**config.mk**
```make
export PLATFORM = sky130hd
export DESIGN_NAME = brainhack_core
export DESIGN_NICKNAME = d
export VERILOG_FILES = /design/src/rtl/brainhack_core.sv
export SDC_FILE = /design/constraint.sdc
export NUM_CORES = 1
export LEC_CHECK = 0
export CAP_MARGIN = 20
export CORE_MARGIN = 2
export CORE_UTILIZATION = 63
export DETAILED_ROUTE_END_ITERATION = 8
export DONT_BUFFER_PORTS = 1
export PLACE_DENSITY = 0.79
export SLEW_MARGIN = 20
export SYNTH_ARGS = -nofsm -noshare
export SYNTH_HDL_FRONTEND = slang
export SYNTH_SLANG_ARGS = --single-unit
export TNS_END_PERCENT = 1
```
**constraint.sdc**
```tcl
create_clock -name clock -period 3.95 [get_ports clock]
set_input_delay 0.79 -clock clock [delete_from_list [all_inputs] [get_ports clock]]
set_output_delay 0.79 -clock clock [all_outputs]
set_load 0.005 [all_outputs]
```
**src/rtl/brainhack_core.sv**
```systemverilog
// brainhack_core: single-cycle Brainfuck-style core driving external tape/stack RAMs and program ROM.
// Optional feature: define BRAINHACK_HALT_EN to make opcode 111 a sticky halt (cleared only by reset).
module brainhack_core #(
  parameter int TAPE_ADDR_WIDTH   = 8,
  parameter int TAPE_DATA_WIDTH   = 8,
  parameter int PRGMEM_ADDR_WIDTH = 8,
  parameter int STACK_ADDR_WIDTH  = 4,
  parameter int INSTR_WIDTH       = 3
) (
  input  logic                         clock,
  input  logic                         reset_n,
  input  logic [TAPE_DATA_WIDTH-1:0]   i_tape_data,
  input  logic [INSTR_WIDTH-1:0]       i_prgmem_data,
  input  logic [PRGMEM_ADDR_WIDTH-1:0] i_stack_data,
  output logic                         o_tape_in,
  output logic [TAPE_ADDR_WIDTH-1:0]   o_tape_addr,
  output logic [TAPE_DATA_WIDTH-1:0]   o_tape_data,
  output logic [PRGMEM_ADDR_WIDTH-1:0] o_prgmem_addr,
  output logic                         o_stack_in,
  output logic [STACK_ADDR_WIDTH-1:0]  o_stack_addr,
  output logic [PRGMEM_ADDR_WIDTH-1:0] o_stack_data
);

  typedef enum logic [2:0] {
    OP_INC   = 3'b000,
    OP_DEC   = 3'b001,
    OP_RIGHT = 3'b010,
    OP_LEFT  = 3'b011,
    OP_OPEN  = 3'b100,
    OP_CLOSE = 3'b101,
    OP_NOP   = 3'b110,
    OP_HALT  = 3'b111
  } opcode_t;

  // SKIP flag and HALTED are folded into one mode register; they are never set together.
  typedef enum logic [1:0] {
    MODE_RUN,
    MODE_SKIP,
    MODE_HALT
  } mode_t;

  logic [PRGMEM_ADDR_WIDTH-1:0] pc;
  logic [TAPE_ADDR_WIDTH-1:0]   ptr;
  logic [STACK_ADDR_WIDTH-1:0]  sp;
  logic [STACK_ADDR_WIDTH-1:0]  skip_sp;
  mode_t                        mode;

  opcode_t                      op;
  logic                         zero;
  logic [PRGMEM_ADDR_WIDTH-1:0] pc_inc;

  assign op     = opcode_t'(i_prgmem_data[2:0]);
  assign zero   = (i_tape_data == '0);
  assign pc_inc = pc + 1'b1;

  assign o_tape_addr   = ptr;
  assign o_prgmem_addr = pc;
  assign o_stack_data  = pc_inc;

  always_comb begin
    o_tape_in    = 1'b0;
    o_stack_in   = 1'b0;
    o_tape_data  = i_tape_data + 1'b1;
    o_stack_addr = sp;
    if (op == OP_DEC)
      o_tape_data = i_tape_data - 1'b1;
    if (op == OP_CLOSE)
      o_stack_addr = sp - 1'b1;
    unique case (mode)
      MODE_RUN: begin
        o_tape_in  = (op == OP_INC) || (op == OP_DEC);
        o_stack_in = (op == OP_OPEN) && !zero;
      end
      // Nested '[' inside a skipped loop still bumps SP, so the slot is written with don't-care data.
      MODE_SKIP: o_stack_in = (op == OP_OPEN);
      default: ;
    endcase
    if (!reset_n) begin
      o_tape_in  = 1'b0;
      o_stack_in = 1'b0;
    end
  end

  always_ff @(posedge clock) begin
    if (!reset_n) begin
      pc      <= '0;
      ptr     <= '0;
      sp      <= '0;
      skip_sp <= '0;
      mode    <= MODE_RUN;
    end else begin
      unique case (mode)
        MODE_RUN: begin
          pc <= pc_inc;
          unique case (op)
            OP_RIGHT: ptr <= ptr + 1'b1;
            OP_LEFT:  ptr <= ptr - 1'b1;
            OP_OPEN: begin
              if (zero) begin
                mode    <= MODE_SKIP;
                skip_sp <= sp;
              end else begin
                sp <= sp + 1'b1;
              end
            end
            OP_CLOSE: begin
              if (zero)
                sp <= sp - 1'b1;
              else
                pc <= i_stack_data;
            end
            OP_HALT: begin
`ifdef BRAINHACK_HALT_EN
              pc   <= pc;
              mode <= MODE_HALT;
`endif
            end
            default: ;
          endcase
        end
        MODE_SKIP: begin
          pc <= pc_inc;
          if (op == OP_OPEN) begin
            sp <= sp + 1'b1;
          end else if (op == OP_CLOSE) begin
            if (sp == skip_sp)
              mode <= MODE_RUN;
            else
              sp <= sp - 1'b1;
          end
        end
        default: ;
      endcase
    end
  end

endmodule

```
After elaboration in Yosys (flattened, before gate mapping)
Cells that the tools add are included.
Storage, ports and cells
  bits of input ports: 21
  flip-flop bits (word level): 26
  output and inout port bits: 38
  logic and storage cells: 64
Cells by class
  multiplexer cells: 23
  eq/ne operators: 17
  add/subtract/negate cells: 7
  reduce and logical (&&, ||, !) cells: 12
Operator list (count)
  8-bit one-hot mux with 2 select lines: 2
  8-bit by 1-bit adder with 8-bit output, second input constant: 3
  4-bit 2-to-1 mux: 6
  8-bit 2-to-1 mux: 3
  4-bit one-hot mux with 2 select lines: 2
  8-bit by 1-bit subtractor with 8-bit output, second input constant: 2
  3-bit != test, second input constant: 5
  6-bit AND reduction: 2
  2-bit 2-to-1 mux: 5
  2-bit != test, second input constant: 5
  8-bit logical NOT: 1
  3-bit by 2-bit == test with 1-bit output, second input constant: 2
  3-bit == test, second input constant: 2
  4-bit by 1-bit adder with 4-bit output, second input constant: 1
  4-bit == test: 1
  2-bit one-hot mux with 2 select lines: 1
  2-bit nonzero test: 2
  4-bit by 1-bit subtractor with 4-bit output, second input constant: 1
  3-bit by 1-bit == test with 1-bit output, second input constant: 1
  3-bit logical NOT: 1
  1-bit 2-to-1 mux: 3
  3-bit AND reduction: 1
  2-bit by 1-bit == test with 1-bit output, second input constant: 1
  2-bit logical NOT: 1
  other kinds (5): 5

Depth between registers and ports, before layout
  depth after elaboration: 5
  depth in mapped cells: 9

Worst setup path after synthesis
Ideal clock, no wire load.
  path type: input -> output
  start: input port i_prgmem_data[0]
  end: output port o_tape_data[6]
  data arrival time: 2486 ps
  path slack: 674 ps
  buffers on the path: 1
  stages: 9
  path through: buf_2 -> nor3b_2 -> xor2_1 -> ha_1 -> or3_1 -> a21oi_1 -> a21oi_1 -> mux2i_1 -> xnor2_1
On the way
  longest elaborated chain between the ends: 2
Ends and longest elaborated chain
  from (decl): line 13  | input logic [INSTR_WIDTH-1:0] i_prgmem_data,
  3-bit by 1-bit == test with 1-bit output: line 65  | if (op == OP_DEC)
  8-bit 2-to-1 mux: line 65
  to (decl): line 17  | output logic [TAPE_DATA_WIDTH-1:0] o_tape_data,
Every way passes these cells.

Worst setup path after layout
  start: input port i_prgmem_data[2]
  end: output port o_tape_data[6]
Same word-level chain as after synthesis.

==> flow_metrics.tcl <==
set metrics [dict create \
    min_path_type "reg2reg" \
    dr_total_vias 1456 \
    rsz0062_at_grt "no" \
    vias_per_cell 6.249 \
    slew_violations 0 \
    hpwl_um 2673 \
    clk_pin_slew_ns 0.14 \
    grt_pass1_wl_um 5823 \
    antennaDiodeCount 0 \
    vdd_drop_max_v 0.0002604 \
    cts_resized 0 \
    start_util_pct 67.90 \
    power.internal_w 0.0003370 \
    grt_overflow 0 \
    port_buffers 0 \
    clk_latency_ns 0.31 \
    met2_usage_pct 40.34 \
    numCtsBuffers 3 \
    swShare_pct 28.83 \
    comb_power_share_pct 17.5 \
    cp-end-kind "primary output" \
    synth_warnings 0 \
    grt.met3_usage_pct 4.147 \
    fin_tns_setup_ns 0 \
    wl_um 3375 \
    grt_pass1_vias 1383 \
    max-cap-violations 0 \
    drt_iter0_drc 59 \
    synth_edf_count 0 \
    die_h_um 56.37 \
    track_usage_pct 22.03 \
    synth_cells 207 \
    core-area_mm2 0.002545 \
    ios 59 \
    seq_area_frac_synth_pct 28.96 \
    cts_hold_buf 0 \
    drc 0 \
    async_flop_share_pct 0 \
    busiest_layer "met2" \
    power.share.clock_pct 24.1 \
    path_class "in2out" \
    num_rows 18 \
    hold_ws_ns 0.5358 \
    crit_path_start_kind "input pin" \
    avgSynthCellArea_um2 8.347 \
    final_cell_mix "nor2_1 (28), dfxtp_1 (25), xnor2_1 (24)" \
    outcome "complete, no violations" \
    ant_nets 0 \
    grt_start_max_net_pins 26 \
    worstMarginPinSlew_ns 0.7153 \
    synth.cell_area_mm2 0.001728 \
    p_sw_w 0.0001365 \
    required_ns 3.16 \
    post-cts-setup-buffer-count 0 \
    critPathArrivalTime_ns 2.44 \
    p_leak_nw 0.6564 \
    final_layout_size_suffix_gt1_share_pct 7.389 \
    num-nets-final 230 \
    fmax_ghz 0.3094 \
    cts_tree "built" \
    antenna_found_initial 0 \
    cp_max_fo 8 \
    syn-num-nets 233 \
    area_growth_pct 1.883 \
    routedWlPerCell_um 14.48 \
    routabilityCongestion 0.8437 \
    cts.path.max_buffers 2 \
    final_common_cell "nor2_1" \
    hold_violations 0 \
    synthDistinctLibCells 44 \
    p_total_w 0.0004735 \
    fillCellCount 211 \
    gr-usage-met1_pct 25.71 \
    setup_violations 0 \
    die_x_um 56.37 \
    cts-root-buf "clkbuf_4" \
    fin_crit_ns 3.232 \
    clkSinkCount 25 \
    die_area_mm2 0.003178 \
    slew_headroom_pct 52.26 \
    final.setup_skew_ns 0.008044 \
    powerDensity_mw_per_mm2 268.9 \
    ys_ff_latch 25 \
    dr.pass1.iters 4 \
    seq_power_share_pct 58.4 \
    synth-main-ff-cell "dfxtp_1" \
    htree_levels 1 \
    finalCritPeriodShare_pct 81.83 \
]
[cell families after synthesis]
kind of cell               count (synthesis)  synth area share (%)
buffers and inverters                     16                 3.765
adders and majority gates                  5                 3.621
xor gates and xnor gates                  30                 15.21
AOI/OAI and AO/OA                         31                 11.37
and+or+nand+nor                           84                 27.73
DFF                                       25                 28.96
muxes                                     16                 9.341
[synth_stat cells (4+ instances only)]
| cell type | count | area (um^2) |
|---|---|---|
| nor2_1 | 28 | 105.1 |
| dfxtp_1 | 25 | 500.5 |
| xnor2_1 | 24 | 210.2 |
| mux2i_1 | 15 | 150.1 |
| a21oi_1 | 14 | 70.07 |
| nand2_1 | 10 | 37.54 |
| inv_1 | 8 | 30.03 |
| nand3_1 | 7 | 35.03 |
| xor2_1 | 6 | 52.55 |
| ha_1 | 5 | 62.56 |
| nor3_1 | 5 | 25.02 |
| buf_2 | 4 | 20.02 |
| clkbuf_1 | 4 | 15.01 |
| or3_1 | 4 | 25.02 |
[critical path: stages]
cell and delay [ns]:
nor3b_2 0.39, xor2_1 0.13, ha_1 0.24, or3_1 0.31
a21oi_1 0.14, a21oi_1 0.09, mux2i_1 0.20, xnor2_1 0.15
[sequential cells by signal, indices dropped and copies added (netlist names)]
register and cells:
sp 4, o_prgmem_addr 8, o_tape_addr 8, mode 1, skip_sp 4
[power groups by stage]
stage	clock network, W	registers (W)	logic [W]
3_3_place_gp	0	0.000282	0.0000797
3_5_place_dp	0	0.000282	0.0000834
5_1_grt	0.000127	0.000279	0.0000935
6_report	0.000114	0.000276	0.0000830
4_1_cts	0.000119	0.000277	0.0000839
2_1_floorplan	0	0.000278	0.0000753
[final cells by class]
type                            instances  area (um^2)  share of cell area (%)
Clock buffer                            3        22.52                   1.279
Sequential cell                        25        500.5                   28.43
Inverter                                8        30.03                   1.706
Clock inverter                          1        7.507                  0.4264
Multi-Input combinational cell        166         1162                   66.03
Tap cell                               30        37.54                   2.132
[final timing paths]
check	start	to	slack, ns	cells after the start
min reg2reg	skip_sp[3]	skip_sp[3]	0.54	2
max	i_prgmem_data[2]	o_tape_data[6]	0.72	8
max reg2reg	o_tape_addr[1]	o_tape_addr[2]	2.25	6
min	skip_sp[3]	skip_sp[3]	0.54	2
[routing by layer]
| metal | vias to the layer above | wire length (um) | part of all wire, % |
|---|---|---|---|
| li1 | 722 | - | - |
| met1 | 675 | 1365 | 40 |
| met2 | 55 | 1749 | 52 |
| met3 | 4 | 229 | 6.8 |
| met4 | 0 | 31 | 0.92 |
| met5 | - | 0 | 0 |
[stage by stage]
stage	cells	cell area, um^2	worst slack [ns]	utilization, %
2_1_floorplan	207	1728	0.6740	-
3_3_place_gp	229	1730	0.7964	67.99
3_5_place_dp	229	1730	0.7144	67.99
4_1_cts	233	1760	0.7194	69.17
5_1_grt	233	1760	0.5817	69.17
6_report	233	1760	0.7177	69.17
Power figures use the tool's default switching activity.
